==> config.mk <==
export PLATFORM = sky130hd
export DESIGN_NAME = rr_arbiter_8
export DESIGN_NICKNAME = d
export VERILOG_FILES = /design/src/rtl/arb_pkg.sv /design/src/rtl/gnt_dec3to8.sv /design/src/rtl/rr_arbiter_8.sv
export SDC_FILE = /design/constraint.sdc
export NUM_CORES = 1
export LEC_CHECK = 0
export CORE_AREA = 2 2 60 62
export CTS_CLUSTER_SIZE = 25
export DETAILED_ROUTE_END_ITERATION = 16
export DIE_AREA = 0 0 62 64
export SYNTH_ARGS = -nofsm -noshare
export SYNTH_HDL_FRONTEND = slang
export SYNTH_SLANG_ARGS = --single-unit
==> constraint.sdc <==
create_clock -name clk -period 6.8 [get_ports clk]
set_clock_uncertainty 0.2 [all_clocks]
set_input_delay 0.68 -clock clk [delete_from_list [all_inputs] [get_ports clk]]
set_output_delay 0.68 -clock clk [all_outputs]
set_load 0.02 [all_outputs]
==> src/rtl/arb_pkg.sv <==
// arb_pkg: shared sizes and FSM state type for the round-robin arbiter.
package arb_pkg;
    localparam int N_REQ = 8;
    localparam int IDX_W = 3;
    typedef enum logic {IDLE, GRANT} state_t;
endpackage

==> src/rtl/gnt_dec3to8.sv <==
// gnt_dec3to8: 3-to-8 one-hot decoder with enable; all zero when disabled.
module gnt_dec3to8
    import arb_pkg::*;
(
    input  logic [IDX_W-1:0] i_idx,
    input  logic             i_en,
    output logic [N_REQ-1:0] o_dec
);
    assign o_dec = i_en ? N_REQ'(1) << i_idx : '0;
endmodule

==> src/rtl/rr_arbiter_8.sv <==
// rr_arbiter_8: 8-way round-robin arbiter with registered one-hot grant.
// Define ARB_TIMEOUT_EN to force release after TIMEOUT grant cycles while others wait.
module rr_arbiter_8
    import arb_pkg::*;
#(
    parameter int TIMEOUT = 16
) (
    input  logic             clk,
    input  logic             rst,
    input  logic [N_REQ-1:0] req,
    input  logic             done,
    output logic [N_REQ-1:0] gnt,
    output logic [IDX_W-1:0] gnt_idx,
    output logic             gnt_vld
);
    state_t           r_state, w_next;
    logic [IDX_W-1:0] r_ptr, r_idx, w_sel, w_cand;
    logic             w_rel, w_timeout;

    if (TIMEOUT < 1) begin : g_bad_timeout
        $error("TIMEOUT must be at least 1");
    end

    // Descending scan so the smallest offset from r_ptr is the last to win.
    always_comb begin
        w_sel  = r_ptr;
        w_cand = r_ptr;
        for (int k = N_REQ - 1; k >= 0; k--) begin
            w_cand = r_ptr + IDX_W'(k);
            if (req[w_cand]) w_sel = w_cand;
        end
    end

`ifdef ARB_TIMEOUT_EN
    localparam int CW = $clog2(TIMEOUT + 1);
    logic [CW-1:0] r_cnt;

    assign w_timeout = (r_cnt == CW'(TIMEOUT)) && |(req & ~gnt);

    always_ff @(posedge clk or posedge rst) begin
        if (rst)                         r_cnt <= '0;
        else if (r_state == IDLE)        r_cnt <= |req ? CW'(1) : '0;
        else if (w_rel)                  r_cnt <= '0;
        else if (r_cnt != CW'(TIMEOUT))  r_cnt <= r_cnt + 1'b1;
    end
`else
    assign w_timeout = 1'b0;
`endif

    assign w_rel = done || !req[r_idx] || w_timeout;

    always_ff @(posedge clk or posedge rst) begin
        if (rst) r_state <= IDLE;
        else     r_state <= w_next;
    end

    always_comb begin
        w_next = (r_state == IDLE) ? (|req ? GRANT : IDLE) : (w_rel ? IDLE : GRANT);
    end

    always_ff @(posedge clk or posedge rst) begin
        if (rst) begin
            r_idx <= '0;
            r_ptr <= '0;
        end else if (r_state == IDLE && |req) begin
            r_idx <= w_sel;
            r_ptr <= w_sel + 1'b1;
        end
    end

    always_comb begin
        gnt_vld = (r_state == GRANT);
        gnt_idx = r_idx;
    end

    gnt_dec3to8 u_dec (
        .i_idx (r_idx),
        .i_en  (gnt_vld),
        .o_dec (gnt)
    );
endmodule
==> flow_metrics.tcl <==
set metrics [dict create \
    outcome "finished, final reports clean" \
    setup_tns_ns 0 \
    drive_above_1_share_pct 19.1 \
    io-pin-count 23 \
    setup_viol 0 \
    synth_cells 135 \
    viasPerCell 5.91 \
    synth_area_mm2 0.00129 \
    r2r_slack_ns 2.84 \
    synth_top_flop_cell "dfrtp_1" \
    die_h_um 64 \
    cts_max_level 1 \
    grt_usage_pct 18.8 \
    cap_violations 0 \
    grt_antenna_before_repair 0 \
    clock_path_buffers 2 \
    cp_slowest_cell "dfrtp_1" \
    crit_chain "inv_2 > ha_1 > mux4_2 > mux2_2 > o31ai_1 > a211oi_1 > o21ai_1 > nand2_1 > ha_1 > a31oi_1 > o32ai_1 > a31oi_1" \
    nFillCells 330 \
    drc 0 \
    coreArea_mm2 0.00328 \
    dieArea_mm2 0.00397 \
    hold_class "input pin to async pin" \
    synth.most_common_cell "mux4_2" \
    synth_top_area_share_pct 21.0 \
    syn_to_final_growth_pct 19.5 \
    critical-path-max-stage-delay_ns 0.84 \
    clk_latency_ns 0.25 \
    arrival_ns 3.93 \
    fin_crit_ns 3.96 \
    timing.final.crit_share_pct 58.3 \
    wire_per_inst_um 16.4 \
    ys_ff_latch 7 \
    synth_edf_count 0 \
    numCtsBuffers 3 \
    grt_max_degree 23 \
    path_clk_slew_ns 0.06 \
    timing.rr.end "r_ptr[2]" \
    cts_sinks 7 \
    first_iter_violations 96 \
    antennaDiodeCount 0 \
    num_vias 1171 \
    ctsHoldBuffers 0 \
    antenna_left 0 \
    rsz0062_at_grt "no" \
    initial_core_util_pct 39.2 \
    rows 21 \
    gp_congestion 0.837 \
    critPathLaunchType "flip-flop" \
    synth_cell_types 44 \
    critPathMaxFanout 17 \
    avgSynthCellArea_um2 9.53 \
    yosysSeqAreaShare_pct 13.6 \
    cts-resized-gates 0 \
    fp.dieW_um 62 \
    yosys-top-cells-count "mux4_2 (12), nand2_1 (11), nor2_1 (9), dfrtp_1 (7), mux2_2 (7)" \
    relSlewSlack_pct 44.7 \
    cts_tree "built" \
    drv_slew 0 \
    portBuffers 22 \
    first_pass_iters 5 \
    grt_pass1_vias 1128 \
    multi_input_area_mm2 0.00103 \
    totalWireLength_um 3260 \
    r2r.worst_path.cells 12 \
    max_freq_mhz 252 \
    overflow 0 \
    end_kind "flip-flop" \
    r2r_start "r_ptr[0]" \
    synth_top_area_cell "mux4_2" \
    dpl.hpwl_um 2460 \
    timing_hold_violations_final 0 \
    cts_setup_buffers 0 \
    syn-num-nets 149 \
    nets 167 \
    cts-root-buf "clkbuf_4" \
    synthArstFlopShare_pct 100 \
    seq_area_um2 175 \
    ys_warn_count 0 \
    grt_pass1_wl_um 5750 \
    tightest_slew_ns 0.829 \
    ys_top_cells_by_area "mux4_2 (21%), dfrtp_1 (14%), mux2_2 (6.1%), mux2i_1 (4.7%), mux2i_4 (3.5%)" \
    cp_data_required_time_ns 6.77 \
    crit_type "flip-flop to flip-flop" \
]
==> per-layer routing <==
metal	up-vias	part of all wire, %	track usage, %
li1	570	-	-
met5	-	0	0
met3	4	3.8	2.23
met2	38	49	27.9
met4	0	1.0	4.79
met1	559	46	28.6
==> stage by stage <==
step	utilization [%]	cells	setup slack [ns]	hold slack, ns	cell area (µm²)
4_1_cts	46.8	198	2.80	0.457	1540
5_1_grt	46.8	198	2.39	0.463	1540
2_1_floorplan	-	135	3.51	0.283	1290
6_report	46.8	198	2.84	0.456	1540
3_3_place_gp	46.0	194	2.92	0.424	1510
3_5_place_dp	46.0	194	2.83	0.457	1510
==> logic make-up (layout without fill, tap and decap cells) <==
group / after synthesis / in the layout / share of synthesized area, %
muxes: 30 / 30 / 37.9
DFF: 7 / 7 / 13.6
and+or+nand+nor: 35 / 35 / 13.1
AOI/OAI and AO/OA: 40 / 40 / 23.1
xor gates and xnor gates: 5 / 5 / 3.40
adders and majority gates: 3 / 3 / 2.92
buffers and inverters: 15 / 32 / 5.93
==> cell usage in the layout, fill, tap and decap left out, types with 2 or more instances in the layout <==
cell / count
clkdlybuf4s50_1: 22
mux4_2: 12
nand2_1: 11
nor2_1: 9
mux2_2: 7
dfrtp_1: 7
mux2i_1: 6
a31oi_1: 6
nand2b_1: 6
a21oi_1: 5
inv_1: 5
o21ai_0: 5
nand3_1: 4
xnor2_1: 4
mux2_1: 3
o32ai_1: 3
ha_1: 3
clkbuf_4: 3
nor4_1: 2
a221oi_1: 2
mux2i_4: 2
a211oi_1: 2
o31ai_1: 2
nor3_1: 2
==> worst max-delay path: cells and delay by family, from the launching register on <==
| kind | cells | cell delay [ns] |
|---|---|---|
| multiplexers | 2 | 0.88 |
| buffers and inverters | 1 | 0.15 |
| flip-flops | 1 | 0.84 |
| adder cells (fa/ha/maj) | 2 | 0.86 |
| AND/OR/NAND/NOR | 1 | 0.09 |
| AO/OA/AOI/OAI | 6 | 0.87 |
==> sequential cells by signal, summed over array words and instances (netlist names) <==
name and count:
r_ptr 3, gnt_vld 1, gnt_idx 3
==> final cells by class <==
class / instances / share of cell area, %
multi-input cells: 113 / 67.3
repair buffers: 22 / 14.3
clock buffers: 4 / 1.71
well taps: 46 / 3.75
flip-flops and latches: 7 / 11.4
inverters: 6 / 1.47
==> how the worst max path moves through the flow <==
stage              from  endpoint  slack (ns)  depth (start not counted)
3_5_place_dp   r_ptr[0]  r_ptr[2]        2.83                         12
4_1_cts        r_ptr[0]  r_ptr[2]        2.80                         12
3_3_place_gp   r_ptr[0]  r_ptr[2]        2.92                         11
6_report       r_ptr[0]  r_ptr[2]        2.84                         12
5_1_grt        r_ptr[0]  r_ptr[2]        2.39                         12
2_1_floorplan  r_ptr[1]  r_ptr[2]        3.51                         13
Power is left out: the tool's default activity adds up to more than one toggle a clock period on the data nets, which glitch-free logic cannot reach.
